**src/rtl/mux_rr_arb.sv**
```systemverilog
// mux_rr_arb: N-channel, W-bit registered multiplexer with per-channel
// valid/ready handshakes. It picks a requesting channel by itself, either
// round-robin from a rotating pointer or fixed priority (lowest index wins).
// The winning word is captured in a single output register. That register
// can drain and refill on the same edge, so a continuous stream has no bubbles.

module mux_rr_arb #(
  parameter int N = 4,
  parameter int W = 8
) (
  input  logic                 clk,
  input  logic                 rst_n,
  input  logic [N*W-1:0]       in_data,
  input  logic [N-1:0]         in_valid,
  output logic [N-1:0]         in_ready,
  input  logic                 mode,
  output logic [W-1:0]         out_data,
  output logic [$clog2(N)-1:0] out_sel,
  output logic                 out_valid,
  input  logic                 out_ready
);

  localparam int SELW = $clog2(N);

  logic [SELW-1:0] ptr;
  logic [SELW-1:0] grant;
  logic            grant_vld;
  logic            load_en;
  logic            xfer;
  logic [SELW:0]   rr_sum;
  logic [SELW-1:0] rr_idx;
  logic [W-1:0]    chan [N];

  // Split the flat input bus into per-channel words so the winner can be picked by index
  always_comb begin
    for (int i = 0; i < N; i++) begin
      chan[i] = in_data[i*W +: W];
    end
  end

  assign load_en = !out_valid || out_ready;

  // Arbitration: the scans run from the lowest priority to the highest, so the last hit wins
  always_comb begin
    grant_vld = 1'b0;
    grant     = '0;
    rr_sum    = '0;
    rr_idx    = '0;
    if (mode) begin
      for (int i = N - 1; i >= 0; i--) begin
        if (in_valid[i]) begin
          grant_vld = 1'b1;
          grant     = SELW'(i);
        end
      end
    end else begin
      for (int k = N - 1; k >= 0; k--) begin
        rr_sum = {1'b0, ptr} + (SELW+1)'(k);
        if (rr_sum >= (SELW+1)'(N)) begin
          rr_sum = rr_sum - (SELW+1)'(N);
        end
        rr_idx = rr_sum[SELW-1:0];
        if (in_valid[rr_idx]) begin
          grant_vld = 1'b1;
          grant     = rr_idx;
        end
      end
    end
  end

  // Only the granted channel sees ready, and only when the output register can take a word
  always_comb begin
    in_ready = '0;
    if (rst_n && load_en && grant_vld) begin
      in_ready[grant] = 1'b1;
    end
  end

  assign xfer = rst_n && load_en && grant_vld;

  // Output register: load on a transfer, empty on a drain without refill, hold on stall
  always_ff @(posedge clk) begin
    if (!rst_n) begin
      out_data  <= '0;
      out_sel   <= '0;
      out_valid <= 1'b0;
    end else if (xfer) begin
      out_data  <= chan[grant];
      out_sel   <= grant;
      out_valid <= 1'b1;
    end else if (out_ready) begin
      out_valid <= 1'b0;
    end
  end

  // Round-robin pointer moves past the winner only in round-robin mode, and is kept across mode switches
  always_ff @(posedge clk) begin
    if (!rst_n) begin
      ptr <= '0;
    end else if (xfer && !mode) begin
      ptr <= (grant == SELW'(N - 1)) ? '0 : grant + SELW'(1);
    end
  end

endmodule
```
**config.mk**
```make
export PLATFORM = sky130hd
export DESIGN_NAME = mux_rr_arb
export DESIGN_NICKNAME = d
export VERILOG_FILES = /design/src/rtl/mux_rr_arb.sv
export SDC_FILE = /design/constraint.sdc
export NUM_CORES = 1
export LEC_CHECK = 0
export BUFFER_PORTS_ARGS = -buffer_cell sky130_fd_sc_hd__buf_2
export CAP_MARGIN = 20
export CORE_MARGIN = 8
export CORE_UTILIZATION = 33
export CTS_CLUSTER_DIAMETER = 80
export DETAILED_ROUTE_END_ITERATION = 10
export PLACE_DENSITY = 0.65
export SKIP_LAST_GASP = 1
export SYNTH_ARGS = -nofsm -noshare
export SYNTH_HDL_FRONTEND = slang
export SYNTH_SLANG_ARGS = --single-unit
```
**constraint.sdc**
```tcl
create_clock -name clk -period 5.6 [get_ports clk]
set_clock_uncertainty 0.2 [all_clocks]
set_input_delay 1.12 -clock clk [delete_from_list [all_inputs] [get_ports clk]]
set_output_delay 1.12 -clock clk [all_outputs]
set_load 0.01 [all_outputs]
```
==> results.sh <==
export IMPL_cts_resized_gates=0
export IMPL_ys_warn_count=0
export IMPL_p_total_w=0.000251
export IMPL_die_y_um=66.7
export IMPL_num_vias=853
export IMPL_tritoncts="done"
export IMPL_synth_most_common_cell="mux2i_1"
export IMPL_vias_per_cell=4.99
export IMPL_post_cts_buffers=0
export IMPL_fin_util_pct=47.5
export IMPL_ys_ff_latch=13
export IMPL_drtIter0Drc=24
export IMPL_clk_latency_ns=0.28
export IMPL_n_antenna_cell=0
export IMPL_syn_to_final_growth_pct=37.3
export IMPL_drc=0
export IMPL_grt_pass1_wl_um=4040
export IMPL_critPathRequiredTime_ns=4.28
export IMPL_ir_worst_vdd_v=0.000128
export IMPL_period_minus_slack_ns=3.76
export IMPL_wirelength_um=2480
export IMPL_rr_worst_depth=6
export IMPL_routedWlPerCell_um=14.5
export IMPL_avgSynthCellArea_um2=9.88
export IMPL_nets=183
export IMPL_drive_gt1_share_pct=48.9
export IMPL_die_area_um2=4450
export IMPL_grtUsageTotal_pct=11.5
export IMPL_gp_congestion=0.726
export IMPL_post_route_period_util_pct=67.1
export IMPL_cts_sinks=13
export IMPL_slew_headroom_pct=59.6
export IMPL_critical_path_class="in -> out"
export IMPL_gr_total_overflow=0
export IMPL_hold_class="reg -> reg"
export IMPL_async_flop_share_pct=0
export IMPL_outcome="finished, final reports clean"
export IMPL_ys_top_cells_by_count="18 x mux2i_1, 13 x dfxtp_1, 13 x nand2_1"
export IMPL_yosys_area_top_type="dfxtp_1"
export IMPL_netlist_area_um2=850
export IMPL_post_dp_cell_area_um2=1140
export IMPL_p_leak_nw=0.568
export IMPL_final_setup_tns_ns=0
export IMPL_synth_ff_type="dfxtp_1"
export IMPL_numCtsBuffers=3
export IMPL_setup_ws_ns=1.84
export IMPL_p_per_area_nw_per_um2=215
export IMPL_critPathLaunchType="input port"
export IMPL_firstDrtPassIters=4
export IMPL_worstPathArrival_ns=2.44
export IMPL_synthCells=86
export IMPL_grt_max_degree=20
export IMPL_drv_cap=0
export IMPL_worst_slew_pin_slew_ns=0.605
export IMPL_setup_viol=0
export IMPL_antenna_found_initial=0
export IMPL_numPortBuffers=54
export IMPL_worstSetupEndpointType="output port"
export IMPL_cts_max_path_buffers=2
export IMPL_ant_nets=0
export IMPL_stdcell_area_um2=1170
export IMPL_synth_top_area_share_pct=30.6
export IMPL_hpwl_um=2120
export IMPL_top_level_ports=55
export IMPL_yosysSeqAreaShare_pct=30.6
export IMPL_h_tree_depth=1
export IMPL_dp_slack_ns=1.83
export IMPL_synth_edf_count=0
export IMPL_max_freq_mhz=266
export IMPL_synth_nets=127
export IMPL_dieWidth_um=66.7
export IMPL_yosysUniqueCellTypes=30
export IMPL_core_area_um2=2450
export IMPL_yosys_top_cells_area="dfxtp_1 31%, mux2i_1 21%, o221ai_1 7.2%"
export IMPL_cts_hold_buf=0
export IMPL_cts_root_buf="clkbuf_4"
export IMPL_hold_viol=0
export IMPL_core_rowCount=18
export IMPL_clk_pin_slew_worst_paths_ns=0.08
export IMPL_first_global_vias=914
export IMPL_initial_core_util_pct=34.6
export IMPL_crit_fanout=10
export IMPL_rsz0062_at_grt="no"
export IMPL_slew_violations=0
export IMPL_holdPathStages=2
sequential cells by signal, summed over array words and instances, names as in the netlist:
signal     count
out_valid      1
out_data       8
out_sel        2
ptr            2
layout by cell type, fill, tap and decap left out, types with 3 or more instances in the layout:
master / count
dfxtp_1: 13
clkbuf_4: 3
nor2b_1: 3
nand2b_1: 3
nand2_1: 13
o221ai_1: 7
mux2i_1: 18
buf_2: 54
worst max-delay path, cell delays in order:
cell	delay, ns
buf_2	0.14
or2b_1	0.18
a21oi_2	0.07
a2111oi_4	0.42
nand3b_4	0.30
nor3_1	0.06
buf_2	0.15
cells by family after synthesis:
group,share of synthesized area [%]
AOI/OAI and AO/OA,21.2
adders and majority gates,1.47
buffers and inverters,3.39
DFF,30.6
muxes,21.2
and+or+nand+nor,22.1
through the flow:
stage                     hold slack (ns)  instances
after floorplan                     0.267         86
after global placement              0.234        167
after detailed placement            0.234        167
after CTS                           0.247        171
after global routing                0.283        171
final                               0.243        171
routing by layer:
layer  part of all wire [%]  GRT usage (%)
met4                    2.5           7.20
met3                    5.5           2.68
met5                      0              0
met1                     38           12.2
met2                     53           20.1
final timing paths:
| path | from | to | slack (ns) |
|---|---|---|---|
| hold / removal | out_sel[0]$_SDFFE_PN0P_ | out_sel[0]$_SDFFE_PN0P_ | 0.24 |
| setup / recovery | in_valid[0] | in_ready[2] | 1.84 |
| setup reg to reg | ptr[1]$_SDFFE_PN0P_ | out_data[6]$_SDFFE_PN0P_ | 3.60 |
| hold reg to reg | out_sel[0]$_SDFFE_PN0P_ | out_sel[0]$_SDFFE_PN0P_ | 0.24 |
power by group:
part	switching, W	internal (W)	total, W
combinational	0.0000425	0.0000415	0.0000840
clock	0.0000305	0.0000277	0.0000581
sequential	0.00000605	0.000103	0.000109
area by class of cell:
type                       instances  area [µm²]
clock buffer                       4        26.3
inverter                           1        3.75
timing repair buffer              55         278
multi-input combinational         68         561
sequential                        13         260
fill                             255        1290
tap                               30        37.5
Power figures use the tool's default switching activity.
